## config.mk

```make
export PLATFORM = sky130hd
export DESIGN_NAME = crc_serial_engine_flat
export DESIGN_NICKNAME = d
export VERILOG_FILES = /design/src/rtl/crc_serial_engine_pkg.sv /design/src/rtl/crc_serial_engine_if.sv /design/src/rtl/crc_serial_engine_fold.sv /design/src/rtl/crc_serial_engine.sv /design/src/flat_wrapper.sv
export SDC_FILE = /design/constraint.sdc
export NUM_CORES = 1
export LEC_CHECK = 0
export BUFFER_PORTS_ARGS = -buffer_cell sky130_fd_sc_hd__buf_4
export CORE_UTILIZATION = 30
export DETAILED_ROUTE_END_ITERATION = 16
export HOLD_SLACK_MARGIN = 0.08
export SKIP_CTS_REPAIR_TIMING = 1
export SYNTH_ARGS = -nofsm -noshare
export SYNTH_HDL_FRONTEND = slang
export SYNTH_SLANG_ARGS = --single-unit
export TNS_END_PERCENT = 100
```

## constraint.sdc

```tcl
create_clock -name clk -period 1.65 [get_ports clk]
set_clock_uncertainty 0.2 [all_clocks]
set_input_delay 0.165 -clock clk [delete_from_list [all_inputs] [get_ports clk]]
set_output_delay 0.165 -clock clk [all_outputs]
set_load 0.01 [all_outputs]
```

## src/rtl/crc_serial_engine_pkg.sv

```systemverilog
// ----------------------------------------------------------------------------
// crc_pkg
//   Shared types and constants for the serial CRC engine.
//   - state_t      : engine FSM states (IDLE waits for a word, BUSY folds it)
//   - presets      : POLY/INIT/REFLECT/XOR/RESIDUE sets for CCITT-FALSE,
//                    XMODEM and CRC-32 so instances can be configured by name
//   - reverse_bits : bit-reverses the low 'width' bits of a 32-bit value
// ----------------------------------------------------------------------------
package crc_pkg;

    typedef enum logic {
        IDLE = 1'b0,
        BUSY = 1'b1
    } state_t;

    // CRC-16/CCITT-FALSE
    localparam logic [15:0] CCITT_FALSE_POLY        = 16'h1021;
    localparam logic [15:0] CCITT_FALSE_INIT        = 16'hFFFF;
    localparam bit          CCITT_FALSE_REFLECT_IN  = 1'b0;
    localparam bit          CCITT_FALSE_REFLECT_OUT = 1'b0;
    localparam logic [15:0] CCITT_FALSE_XOR_OUT     = 16'h0000;
    localparam logic [15:0] CCITT_FALSE_RESIDUE     = 16'h0000;

    // CRC-16/XMODEM
    localparam logic [15:0] XMODEM_POLY        = 16'h1021;
    localparam logic [15:0] XMODEM_INIT        = 16'h0000;
    localparam bit          XMODEM_REFLECT_IN  = 1'b0;
    localparam bit          XMODEM_REFLECT_OUT = 1'b0;
    localparam logic [15:0] XMODEM_XOR_OUT     = 16'h0000;
    localparam logic [15:0] XMODEM_RESIDUE     = 16'h0000;

    // CRC-32 (IEEE 802.3). The residue is the raw MSB-first register value,
    // i.e. the bit-reverse of the familiar reflected residue 32'hDEBB20E3.
    localparam logic [31:0] CRC32_POLY        = 32'h04C11DB7;
    localparam logic [31:0] CRC32_INIT        = 32'hFFFFFFFF;
    localparam bit          CRC32_REFLECT_IN  = 1'b1;
    localparam bit          CRC32_REFLECT_OUT = 1'b1;
    localparam logic [31:0] CRC32_XOR_OUT     = 32'hFFFFFFFF;
    localparam logic [31:0] CRC32_RESIDUE     = 32'hC704DD7B;

    // Reverse the low 'width' bits of value; bits at and above 'width' return 0.
    function automatic logic [31:0] reverse_bits(input logic [31:0] value, input int width);
        logic [31:0] result;
        result = '0;
        for (int i = 0; i < 32; i++) begin
            if (i < width) begin
                result[i] = value[5'(width - 1 - i)];
            end
        end
        return result;
    endfunction

endpackage

```

## src/rtl/crc_serial_engine_if.sv

```systemverilog
// ----------------------------------------------------------------------------
// crc_serial_engine_if
//   Word handshake and result bus of the serial CRC engine.
//   clear      : reload INIT, abort word in progress   (master -> slave)
//   write      : crc_in valid                           (master -> slave)
//   crc_in     : DATA_W-bit data word                   (master -> slave)
//   crc_accept : crc_in captured on this edge           (slave -> master)
//   crc_rdy    : engine idle, next write accepted       (slave -> master)
//   crc_out    : finished CRC, valid while crc_rdy      (slave -> master)
//   crc_ok     : raw register matches residue          (slave -> master)
// ----------------------------------------------------------------------------
interface crc_serial_engine_if #(
    parameter int WIDTH  = 16,
    parameter int DATA_W = 8
) ();
    logic              clear;
    logic              write;
    logic [DATA_W-1:0] crc_in;
    logic              crc_accept;
    logic              crc_rdy;
    logic [WIDTH-1:0]  crc_out;
    logic              crc_ok;

    modport master (
        output clear, write, crc_in,
        input  crc_accept, crc_rdy, crc_out, crc_ok
    );

    modport slave (
        input  clear, write, crc_in,
        output crc_accept, crc_rdy, crc_out, crc_ok
    );
endinterface

```

## src/rtl/crc_serial_engine_fold.sv

```systemverilog
// ----------------------------------------------------------------------------
// crc_fold
//   Combinational MSB-first LFSR step: folds BPC data bits (data[BPC-1]
//   first) into a WIDTH-bit CRC register.
//   crc_cur  in  WIDTH  current register
//   data     in  BPC    bits to fold, MSB first
//   crc_next out WIDTH  register after BPC single-bit steps
// ----------------------------------------------------------------------------
module crc_fold #(
    parameter int              WIDTH = 16,
    parameter logic [WIDTH-1:0] POLY = 16'h1021,
    parameter int              BPC   = 1
) (
    input  logic [WIDTH-1:0] crc_cur,
    input  logic [BPC-1:0]   data,
    output logic [WIDTH-1:0] crc_next
);
    logic [WIDTH-1:0] acc;
    logic             fb;

    // Unrolled chain of single-bit steps; the feedback bit decides whether
    // the polynomial is XORed into the shifted register.
    always_comb begin
        acc = crc_cur;
        fb  = 1'b0;
        for (int i = BPC - 1; i >= 0; i--) begin
            fb  = acc[WIDTH-1] ^ data[i];
            acc = {acc[WIDTH-2:0], 1'b0} ^ (fb ? POLY : '0);
        end
        crc_next = acc;
    end
endmodule

```

## src/rtl/crc_serial_engine.sv

```systemverilog
// ----------------------------------------------------------------------------
// crc_serial_engine
//   Parametrised serial CRC engine. Accepts DATA_W-bit words over a
//   write/accept/rdy handshake and folds BPC bits per clock into a WIDTH-bit
//   register. Input/output reflection and final XOR make it cover CCITT,
//   XMODEM and CRC-32.
//   clk  in  rising-edge clock
//   rst  in  synchronous active-high reset
//   bus  slave modport of crc_serial_engine_if (clear, write, crc_in,
//        crc_accept, crc_rdy, crc_out, crc_ok)
//   Optional feature macro: CRC_CHECK_EN drives crc_ok = (reg == RESIDUE);
//   without it crc_ok is tied low.
// ----------------------------------------------------------------------------
module crc_serial_engine
    import crc_pkg::*;
#(
    parameter int               WIDTH       = 16,
    parameter logic [WIDTH-1:0] POLY        = 16'h1021,
    parameter logic [WIDTH-1:0] INIT        = 16'hFFFF,
    parameter int               DATA_W      = 8,
    parameter int               BPC         = 1,
    parameter bit               REFLECT_IN  = 1'b0,
    parameter bit               REFLECT_OUT = 1'b0,
    parameter logic [WIDTH-1:0] XOR_OUT     = 16'h0000,
    parameter logic [WIDTH-1:0] RESIDUE     = 16'h0000
) (
    input  logic              clk,
    input  logic              rst,
    crc_serial_engine_if.slave bus
);
    localparam int STEPS = DATA_W / BPC;
    localparam int CNT_W = (STEPS > 1) ? $clog2(STEPS) : 1;

    state_t            state;
    state_t            next_state;
    logic [DATA_W-1:0] shift_reg;
    logic [DATA_W-1:0] shift_load;
    logic [CNT_W-1:0]  cnt;
    logic [WIDTH-1:0]  crc_reg;
    logic [WIDTH-1:0]  crc_next;
    logic [WIDTH-1:0]  crc_view;
    logic              crc_rdy;
    logic              crc_accept;
    logic              last_step;

    assign last_step  = (cnt == CNT_W'(STEPS - 1));
    assign shift_load = REFLECT_IN ? DATA_W'(reverse_bits(32'(bus.crc_in), DATA_W))
                                   : bus.crc_in;

    crc_fold #(
        .WIDTH (WIDTH),
        .POLY  (POLY),
        .BPC   (BPC)
    ) u_fold (
        .crc_cur  (crc_reg),
        .data     (shift_reg[DATA_W-1 -: BPC]),
        .crc_next (crc_next)
    );

    // State register; clear is handled through next_state.
    always_ff @(posedge clk) begin
        if (rst) begin
            state <= IDLE;
        end else begin
            state <= next_state;
        end
    end

    // Next state and handshake outputs. A word is taken only when idle and
    // not being cleared; reset also masks accept so it never pulses while
    // the capture would be discarded.
    always_comb begin
        next_state = state;
        crc_rdy    = (state == IDLE);
        crc_accept = 1'b0;
        case (state)
            IDLE: begin
                if (bus.write && !bus.clear && !rst) begin
                    crc_accept = 1'b1;
                    next_state = BUSY;
                end
            end
            BUSY: begin
                if (last_step) begin
                    next_state = IDLE;
                end
            end
            default: next_state = IDLE;
        endcase
        if (bus.clear) begin
            next_state = IDLE;
        end
    end

    // Datapath: load the (optionally reflected) word on accept, then fold
    // BPC bits per clock from the top of the shift register.
    always_ff @(posedge clk) begin
        if (rst || bus.clear) begin
            crc_reg   <= INIT;
            shift_reg <= '0;
            cnt       <= '0;
        end else if (crc_accept) begin
            shift_reg <= shift_load;
            cnt       <= '0;
        end else if (state == BUSY) begin
            crc_reg   <= crc_next;
            shift_reg <= shift_reg << BPC;
            cnt       <= last_step ? '0 : cnt + 1'b1;
        end
    end

    assign crc_view       = REFLECT_OUT ? WIDTH'(reverse_bits(32'(crc_reg), WIDTH)) : crc_reg;
    assign bus.crc_out    = crc_view ^ XOR_OUT;
    assign bus.crc_rdy    = crc_rdy;
    assign bus.crc_accept = crc_accept;

`ifdef CRC_CHECK_EN
    assign bus.crc_ok = (crc_reg == RESIDUE);
`else
    // Feature disabled: the compare is masked to a constant and folds away.
    assign bus.crc_ok = 1'b0 && (crc_reg == RESIDUE);
`endif
endmodule

```

## src/flat_wrapper.sv

```systemverilog
// flat-port wrapper written by rule: the top's interface ports become plain ports
module crc_serial_engine_flat import crc_pkg::*;
#(
    parameter int               WIDTH       = 16,
    parameter logic [WIDTH-1:0] POLY        = 16'h1021,
    parameter logic [WIDTH-1:0] INIT        = 16'hFFFF,
    parameter int               DATA_W      = 8,
    parameter int               BPC         = 1,
    parameter bit               REFLECT_IN  = 1'b0,
    parameter bit               REFLECT_OUT = 1'b0,
    parameter logic [WIDTH-1:0] XOR_OUT     = 16'h0000,
    parameter logic [WIDTH-1:0] RESIDUE     = 16'h0000
)
  (clk, rst, bus_clear, bus_write, bus_crc_in, bus_crc_accept, bus_crc_rdy, bus_crc_out, bus_crc_ok);
  crc_serial_engine_if #(.WIDTH(WIDTH), .DATA_W(DATA_W)) bus_i ();
  input  logic clk;
  input  logic rst;
  input wire logic [$bits(bus_i.clear)-1:0] bus_clear;
  input wire logic [$bits(bus_i.write)-1:0] bus_write;
  input wire logic [$bits(bus_i.crc_in)-1:0] bus_crc_in;
  output wire logic [$bits(bus_i.crc_accept)-1:0] bus_crc_accept;
  output wire logic [$bits(bus_i.crc_rdy)-1:0] bus_crc_rdy;
  output wire logic [$bits(bus_i.crc_out)-1:0] bus_crc_out;
  output wire logic [$bits(bus_i.crc_ok)-1:0] bus_crc_ok;
  assign bus_i.clear = bus_clear;
  assign bus_i.write = bus_write;
  assign bus_i.crc_in = bus_crc_in;
  assign bus_crc_accept = bus_i.crc_accept;
  assign bus_crc_rdy = bus_i.crc_rdy;
  assign bus_crc_out = bus_i.crc_out;
  assign bus_crc_ok = bus_i.crc_ok;
  crc_serial_engine #(.WIDTH(WIDTH), .POLY(POLY), .INIT(INIT), .DATA_W(DATA_W), .BPC(BPC), .REFLECT_IN(REFLECT_IN), .REFLECT_OUT(REFLECT_OUT), .XOR_OUT(XOR_OUT), .RESIDUE(RESIDUE)) u_core (.clk(clk), .rst(rst), .bus(bus_i));
endmodule
```

# Word-level counts from Yosys, hierarchy flattened
# Cells that the tools add are included.
classes:
  n_addsub: 1
  n_mul: 0
  div_mod_pow: 0
  n_lt_le_gt_ge: 0
  eq_ne: 1
  shift: 0
  mux: 8
  bitwise: 4
  reduce_logical: 9
ops:
  columns: ["cell", "n"]
  rows:
  - ["$mux W8", 2]
  - ["$xor A16 B13 Y16", 1]
  - ["$mux W13", 1]
  - ["$reduce_or A2 Y1", 2]
  - ["$add A3 B1 Y3 const B", 1]
  - ["$eq A3 B3 Y1 const B", 1]
  - ["$mux W1", 3]
  - ["$mux W3", 1]
  - ["$logic_and A1 B1 Y1", 2]
  - ["$logic_not A1 Y1", 2]
  - ["$not A1 Y1", 2]
  - ["$pmux W1 S2", 1]
  - ["$reduce_and A2 Y1", 1]
  - ["$reduce_bool A2 Y1", 1]
  - ["$logic_or A1 B1 Y1", 1]
  - ["$xor A1 B1 Y1", 1]
word_totals:
  register_bits: 28
  latch_bits: 0
  mem_bits_rw: 0
  romBits: 0
  inputBits: 12
  output_inout_bits: 19
  wordCells: 27
  mem_count: 0

# Depth between registers and ports, before layout
# Gate-level depths: netlist (run 1).
logic_depth:
  depth_word: 7
  depth_mapped: 4
  ltp_nobuf: 4

# Hierarchy
# Synthesis (run 1) repeated with hierarchy kept, for this count alone.
hier_totals:
  cells_unflattened: 125
  hier_area_um2: 1350.0
by_module_without_submodules:
  columns: ["mod", "instances", "cells_each", "area_per_inst_um2", "seq_area_each_um2"]
  rows:
  - ["crc_serial_engine", 1, 108, 1188.6, 560.5]
  - ["crc_fold", 1, 17, 161.4, 0.0]

# Worst setup path before layout (run 1)
# No wires, ideal clock.
synth_path:
  path_type: "register to register"
  from: "reg u_core.cnt[0]"
  to: "reg u_core.cnt[0]"
  setup_ps: 70
  arrival_ps: 1100
  t_required_ps: 1380
  setup_slack_ps: 280
  stages_incl_launch_ff: 5
  n_path_buf: 0
  period_less_slack_ps: 1370
  cell_sequence: "dfxtp_1 > ha_1 > ha_1 > or3b_1 > a21oi_1"
synth_via:
  elab_chain_len: 2
  elab_cells_between_ends: 3
  cone_classes: "1 x add/sub; 1 x eq/ne; 1 x mux"
synth_rtl:
  columns: ["item", "line_no", "rtl"]
  rows:
  - ["start, declared", "crc_serial_engine.sv:38", "logic [CNT_W-1:0] cnt;"]
  - ["start signal, assigned", "crc_serial_engine.sv:108", "cnt <= last_step ? '0 : cnt + 1'b1;"]
  - ["$add A3 B1 Y3 / $eq A3 B3 Y1 (equally long branches)", "crc_serial_engine.sv:108, crc_serial_engine.sv:46", null]
  - ["$mux W3 (*)", "crc_serial_engine.sv:108", null]
# Every way passes the cells marked *; elsewhere a longest branch is shown, timed or not.
# A chain may end at the register's enable or synchronous reset.

# Worst setup path in the final report (run 1)
layout_path:
  from: "in bus_write"
  to: "out bus_crc_accept"
layout_via:
  elab_chain_len: 4
layout_rtl:
  columns: ["item", "line_no", "rtl"]
  rows:
  - ["start, declared", "flat_wrapper.sv:19", "input wire logic [$bits(bus_i.write)-1:0] bus_write;"]
  - ["$logic_and A1 B1 Y1 (2 in series)", "crc_serial_engine.sv:78", "if (bus.write && !bus.clear && !rst) begin"]
  - ["$mux W1", "crc_serial_engine.sv:78", null]
  - ["$mux W1", "crc_serial_engine.sv:76", "case (state)"]
  - ["end, declared", "flat_wrapper.sv:21", "output wire logic [$bits(bus_i.crc_accept)-1:0] bus_crc_accept;"]
# No other way between the ends.

==> results.tsv, run 1 <==
metric	value	unit
status	completed	
clock_latency	0.26	ns
clock.fmax	632	MHz
n_antenna_cell	0	
nFillCells	406	
grt_antenna_before_repair	0	
period_minus_slack	1.58	ns
synth_fp_nets	140	
irDropWorstVdd	0.418	mV
final-hold-violation-count	0	
setup_viol	0	
period_share	0.959	
die-height	68.1	um
end_kind	output pin	
finalHoldWorstSlack	0.0644	ns
finalWeightedCongestion	0.713	
core	4090	sq um
grt_pass1_vias	824	
drive_gt1_frac	0.260	
synth_area	1310	sq um
clock-sinks	28	
yosysTopAreaCellShare	0.428	
grt_busiest_layer	met2	
vias_per_cell	4.46	
maxCapViolations	0	
cpMaxStageDelayCell	dlygate4sd3_1	
synth.area.top_cells	dfxtp_1 43%, mux2i_1 16%, buf_4 8.6%, nand2_1 4.0%, a211oi_1 3.4%	
overflow	0	
slew_viol_final	0	
final_core_util	0.380	
rows	23	
yosys.area.top_type	dfxtp_1	
dr.pass1.iters	4	
io_buffers	29	
yosysSeqAreaShare	0.428	
largest_reg_flops	16	
vias	874	
yosysWarningCount	0	
use_met2	0.173	
area_growth	18.6	%
dp_hpwl	1.67	mm
synth_area_per_cell	10.4	sq um
cts-root-buf	clkbuf_8	
grt_pass1_wl	3.85	mm
cts_max_path_buffers	2	
h-tree-depth	1	
leakage	0.000655	uW
drt-initial-drc-count	27	
hp-class	in2reg	
synth_most_common_cell	dfxtp_1	
synth_edf_count	0	
route.detailed.drc	0	
crit_top_cell	buf_4	
cp-start-kind	input pin	
start_util	0.321	
ys.flop_type	dfxtp_1	
p_per_area	759	nW/um^2
async_flop_share	0	
wl	2.39	mm
cts_tree	done	
num_io_pins	31	
final_area	1550	sq um
syn_inst	126	
dp_cells	187	
synth_cell_types	23	
dpl_cell_area	1450	sq um
rsz0062_at_grt	false	
clk_pin_slew	0.09	ns
crit_arrival	1.22	ns
nets	162	
fin_cells	196	
path_max_fanout	13	
die_area	4630	sq um
crit_chain	dlygate4sd3_1 > buf_4 > and3_1 > buf_4	
cpPeakStageDelay	0.54	ns
grt_util_met3	0.0267	
criticalPathCategory	in2out	
synth_common_cells	28 x dfxtp_1, 21 x mux2i_1, 15 x buf_4, 14 x nand2_1, 7 x nor2b_1	
grt_start_max_net_pins	17	
yosys_register_bits	28	
worst_ep_required_time	1.28	ns
wl_per_cell	12.2	um
die_width	68.1	um
grtUsageMet1	0.150	
cts_buffers	3	
antenna_left	0	
grtUsageTotal	0.113	
==> routing by layer <==
metal  up-vias  wire length (um)
met3         2                81
met2        14              1140
li1        456                 -
met1       402              1140
met4         0                25
met5         -                 0
==> cell families (layout without fill, tap and decap cells) <==
kind of cell    count (synthesis)  in the layout  synth area share
compound gates                 14             14            0.0764
xor+xnor                        3              3            0.0411
fa+ha+maj                       2              2            0.0191
buf+inv                        22             42             0.126
flops                          28             28             0.428
mux                            21             21             0.160
other cells                     1              1           0.00286
simple gates                   35             35             0.146
==> critical path, delay by kind of cell <==
kind          cells  cell delay [ns]
buf+inv           3             0.88
simple gates      1             0.18
==> path summary, 6_finish.rpt <==
check | depth (start not counted) | slack (ns) | from | end
max reg2reg | 4 | 0.16 | u_core.cnt[0]$_SDFFE_PP0P_ | u_core.cnt[0]$_SDFFE_PP0P_
min reg2reg | 2 | 0.32 | u_core.bus.crc_out[0]$_SDFFE_PP1P_ | u_core.bus.crc_out[1]$_SDFFE_PP1P_
max | 4 | 0.07 | bus_write | bus_crc_accept
min | 3 | 0.06 | bus_crc_in[1] | u_core.shift_reg[1]$_SDFFE_PP0P_
==> power by group <==
group	leakage, uW	switching (uW)	total [uW]	internal [uW]
combinational	0.000406	54.7	124	69.3
clock	0.0000216	193	356	163
sequential	0.000228	11.1	699	688
total	0.000655	259	1180	921
==> final cells by class <==
cell class,instances,area (sq um),area share
multi-input combinational,76,584,0.376
sequential,28,562,0.362
timing repair buffer,38,300,0.193
tap,50,62.6,0.0403
clock buffer,3,41.3,0.0266
inverter,1,3.75,0.00242
==> placed cells by master, fill, tap and decap left out <==
cell type      count
buf_4             32
dfxtp_1           27
mux2i_1           21
nand2_1           14
nor2b_1            7
a211oi_1           6
dlygate4sd3_1      6
nand2b_1           5
or3b_1             4
a21oi_1            4
o211ai_1           3
clkbuf_8           3
xnor3_1            2
ha_1               2
inv_2              1
nor2_1             1
and3_1             1
or2_1              1
nor3_1             1
xnor2_1            1
nand3b_1           1
a211oi_2           1
conb_1             1
dfxtp_2            1
==> metrics by stage <==
step	TNS [ns]	total power (uW)	worst slack, ns
floorplan	0	796	0.280
global placement	0	825	0.253
detailed placement	0	828	0.180
CTS	-0.0957	1190	-0.0957
global route	0	1240	0.000132
finish	0	1180	0.0679
Power figures use the tool's default switching activity.
==> run 2: changes to the inputs <==
--- a/config.mk
+++ b/config.mk
@@ -6,6 +6,7 @@
 export NUM_CORES = 1
 export LEC_CHECK = 0
 export BUFFER_PORTS_ARGS = -buffer_cell sky130_fd_sc_hd__buf_4
+export CORE_MARGIN = 8
 export CORE_UTILIZATION = 30
 export DETAILED_ROUTE_END_ITERATION = 16
 export HOLD_SLACK_MARGIN = 0.08
==> run 2 against run 1 <==
Effect of this change:
- core utilization down 1.1 points
- worst setup slack worse by 0.0054 ns
- maximum frequency down 0.34%
- via count up 5.4%
- critical path type unchanged
- largest cell class unchanged
==> results.tsv, run 2 (synthesis results as in run 1) <==
metric	value	unit
status	completed	
fin_cells	201	
drt-initial-drc-count	35	
period_share	0.962	
hp-class	in2reg	
num_io_pins	31	
antenna_left	0	
clk_pin_slew	0.09	ns
clock-sinks	28	
vias	921	
final_common_cell	buf_4	
grt_pass1_vias	913	
cts_tree	done	
setup_viol	0	
cp-start-kind	input pin	
worst_ep_required_time	1.28	ns
power.total	1250	uW
p_per_area	786	nW/um^2
maxCapViolations	0	
irDropWorstVdd	0.302	mV
cts-root-buf	clkbuf_8	
nFillCells	452	
final-hold-violation-count	0	
combPwrFrac	0.102	
intPower	974	uW
crit_arrival	1.22	ns
cts_max_path_buffers	2	
dp_cells	190	
switching_share	0.220	
largest_reg_flops	16	
finalWeightedCongestion	0.676	
route.detailed.drc	0	
r2r_start	u_core.cnt[0]$_SDFFE_PP0P_	
criticalPathCategory	in2out	
rsz0062_at_grt	false	
io_buffers	29	
die_area	6740	sq um
slew_viol_final	0	
grt_pass1_wl	4.22	mm
core	4290	sq um
cts_buffers	3	
area_growth	21.2	%
vias_per_cell	4.58	
end_kind	output pin	
final_cell_mix	33 x buf_4, 27 x dfxtp_1, 21 x mux2i_1, 14 x nand2_1	
grt_start_max_net_pins	17	
die-height	82.1	um
min_from	bus_crc_in[3]	
overflow	0	
switching_power	275	uW
n_antenna_cell	0	
nets	164	
wl	2.61	mm
period_minus_slack	1.59	ns
wl_per_cell	13.0	um
drive_gt1_frac	0.268	
h-tree-depth	1	
p_clk_frac	0.338	
grtUsageTotal	0.0799	
leakage	0.000672	uW
rows	24	
clock_latency	0.27	ns
dr.pass1.iters	4	
power_frac_seq	0.559	
start_util	0.305	
grt_antenna_before_repair	0	
die_width	82.1	um
crit_start	bus_write	
path_max_fanout	13	
clock.fmax	630	MHz
dp_hpwl	1.92	mm
==> run 2: changes by cell type in the layout (fill, tap and decap cells not counted), sizes merged <==
| cell | delta |
|---|---|
| clkbuf | +1 |
| buf | +1 |
| dlygate4sd3 | +1 |
==> run 2: power by group through the flow <==
stage | registers (uW) | logic, uW | clock network [uW]
2_1_floorplan | 710 | 86.2 | 0
3_3_place_gp | 713 | 112 | 0
3_5_place_dp | 714 | 115 | 0
4_1_cts | 698 | 116 | 439
5_1_grt | 701 | 140 | 465
6_report | 698 | 128 | 422
==> run 2: through the flow <==
stage / util / setup WS (ns) / TNS (ns) / area [sq um] / hold slack [ns]
CTS: 0.353 / -0.0187 / -0.0187 / 1520 / -0.00708
global placement: 0.340 / 0.250 / 0 / 1460 / 0.270
floorplan: - / 0.280 / 0 / 1310 / 0.124
detailed placement: 0.340 / 0.183 / 0 / 1460 / 0.282
finish: 0.370 / 0.0626 / 0 / 1590 / 0.0483
global route: 0.370 / 0.0190 / 0 / 1590 / 0.0848
==> run 2: area by class of cell <==
type                       instances  area, sq um  share of cell area
tap                               52         65.1              0.0410
clock buffer                       4         55.1              0.0347
timing repair buffer              40          318               0.200
inverter                           1         3.75             0.00236
multi-input combinational         76          584               0.368
sequential                        28          562               0.354
==> run 2: worst paths after layout <==
check,endpoint,slack [ns],cells past startpoint
setup / recovery,bus_crc_accept,0.06,4
hold / removal,u_core.shift_reg[3]$_SDFFE_PP0P_,0.05,3
setup reg to reg,u_core.cnt[0]$_SDFFE_PP0P_,0.16,4
hold reg to reg,u_core.bus.crc_out[11]$_SDFFE_PP1P_,0.31,2
==> run 2: critical path: stages <==
cell           delay (ns)
dlygate4sd3_1        0.54
buf_4                0.20
and3_1               0.18
buf_4                0.14
==> run 2: routing by layer <==
layer | global-route usage | wire [um] | vias to the layer above
li1 | - | - | 460
met1 | 0.0889 | 1080 | 438
met2 | 0.131 | 1330 | 19
met3 | 0.0208 | 139 | 4
met4 | 0.0544 | 59 | 0
met5 | 0 | 0 | -
==> run 3: changes to the inputs <==
--- a/config.mk
+++ b/config.mk
@@ -5,7 +5,7 @@
 export SDC_FILE = /design/constraint.sdc
 export NUM_CORES = 1
 export LEC_CHECK = 0
-export BUFFER_PORTS_ARGS = -buffer_cell sky130_fd_sc_hd__buf_4
+export BUFFER_PORTS_ARGS = -buffer_cell sky130_fd_sc_hd__buf_2
 export CORE_MARGIN = 8
 export CORE_UTILIZATION = 30
 export DETAILED_ROUTE_END_ITERATION = 16
==> run 3 against run 2 <==
Effect of this change:
- worst setup slack better by 0.046 ns
- clock power is 3% lower
- critical endpoint is now u_core.cnt[0]$_SDFFE_PP0P_
- first-iteration DRC count is 69% higher
- count of clock-buffer cells in the layout stayed put
- sequential cell count stayed put
- register-to-register slack worse by 0.05 ns
- combinational power is 12% lower
- sequential share of layout area is 2.6 points higher
- largest power group unchanged
- final cell count is 2.0% lower
==> results.tsv, run 3 (synthesis results as in run 1) <==
metric	value	unit
rows	24	
final_cell_mix	29 x buf_2, 27 x dfxtp_1, 21 x mux2i_1, 14 x nand2_1, 7 x nor2b_1	
cts_buffers	3	
crit_chain	ha_1 > ha_1 > or3b_1 > a21oi_1	
grtUsageTotal	0.0780	
num_io_pins	31	
worst_ep_required_time	1.65	ns
cp-start-kind	register	
start_util	0.305	
wl	2.65	mm
grt_start_max_net_pins	21	
period_minus_slack	1.54	ns
maxCapViolations	0	
drt-initial-drc-count	59	
setup_viol	0	
fin_tns_setup	0	ns
cpPeakStageDelay	0.37	ns
drive_gt1_frac	0.269	
clock.fmax	649	MHz
cts_max_path_buffers	2	
clk_pin_slew	0.09	ns
irDropWorstVdd	0.289	mV
wl_per_cell	13.5	um
clock-sinks	28	
dr.pass1.iters	4	
final_common_cell	buf_2	
dp_hpwl	2.00	mm
core	4290	sq um
die-height	82.1	um
path_max_fanout	3	
finalWeightedCongestion	0.674	
cts_tree	done	
die_area	6740	sq um
slew_viol_final	0	
status	completed	
rsz0062_at_grt	false	
nets	160	
grt_antenna_before_repair	0	
period_share	0.934	
crit_top_cell	ha_1	
dp_slack	0.128	ns
cts-root-buf	clkbuf_8	
layout_setup_ws	0.108	ns
criticalPathCategory	reg2reg	
overflow	0	
cpMaxStageDelayCell	or3b_1	
final-hold-violation-count	0	
antenna_left	0	
io_buffers	29	
h-tree-depth	1	
grt_pass1_vias	907	
grt_pass1_wl	4.12	mm
vias_per_cell	4.52	
die_width	82.1	um
area_growth	12.8	%
n_antenna_cell	0	
p_per_area	826	nW/um^2
leakage	0.000613	uW
crit_arrival	1.54	ns
route.detailed.drc	0	
largest_reg_flops	16	
end_kind	register	
vias	891	
clock_latency	0.26	ns
hp-class	in2reg	
finalHoldWorstSlack	0.0385	ns
-- run 3: cell count changes in the layout (fill, tap and decap cells not counted), sizes merged --
cell         previous run  this run
dlygate4sd3             7         4
buf                    33        32
-- run 3: report_power, final --
group	internal [uW]	leakage [uW]	switching, uW
clock	213	0.0000288	197
sequential	688	0.000228	10.4
combinational	56.8	0.000356	55.7
total	958	0.000613	263
-- run 3: cell type report --
cell class | count | area, sq um
Fill cell | 462 | 2820
Tap cell | 52 | 65.1
Sequential cell | 28 | 562
Clock buffer | 4 | 55.1
Multi-Input combinational cell | 76 | 584
Timing Repair Buffer | 36 | 208
Inverter | 1 | 3.75
-- run 3: metrics by stage --
stage | utilization | cells | instance area, sq um | total power (uW)
floorplan | - | 126 | 1310 | 796
global placement | 0.322 | 189 | 1380 | 813
detailed placement | 0.322 | 189 | 1380 | 820
CTS | 0.334 | 193 | 1440 | 1230
global route | 0.344 | 197 | 1480 | 1280
finish | 0.344 | 197 | 1480 | 1220
-- run 3: per-layer routing --
metal | share of wire | track usage | vias up | wire length, um
li1 | - | - | 449 | -
met1 | 0.41 | 0.0862 | 419 | 1100
met2 | 0.51 | 0.132 | 19 | 1350
met3 | 0.058 | 0.0186 | 4 | 154
met4 | 0.022 | 0.0491 | 0 | 58
met5 | 0 | 0 | - | 0
-- run 3: worst max-delay path, delay by kind of cell (launching register included) --
kind            cells  cell delay [ns]
fa+ha+maj           2             0.42
simple gates        1             0.37
flops               1             0.34
compound gates      1             0.15
-- run 3: final timing paths --
check        slack [ns]                                start                                  end  cells after the start
max                0.11           u_core.cnt[0]$_SDFFE_PP0P_           u_core.cnt[0]$_SDFFE_PP0P_                      4
min                0.04                        bus_crc_in[3]     u_core.shift_reg[3]$_SDFFE_PP0P_                      3
max reg2reg        0.11           u_core.cnt[0]$_SDFFE_PP0P_           u_core.cnt[0]$_SDFFE_PP0P_                      4
min reg2reg        0.30  u_core.bus.crc_out[10]$_SDFFE_PP1P_  u_core.bus.crc_out[10]$_SDFFE_PP1P_                      2
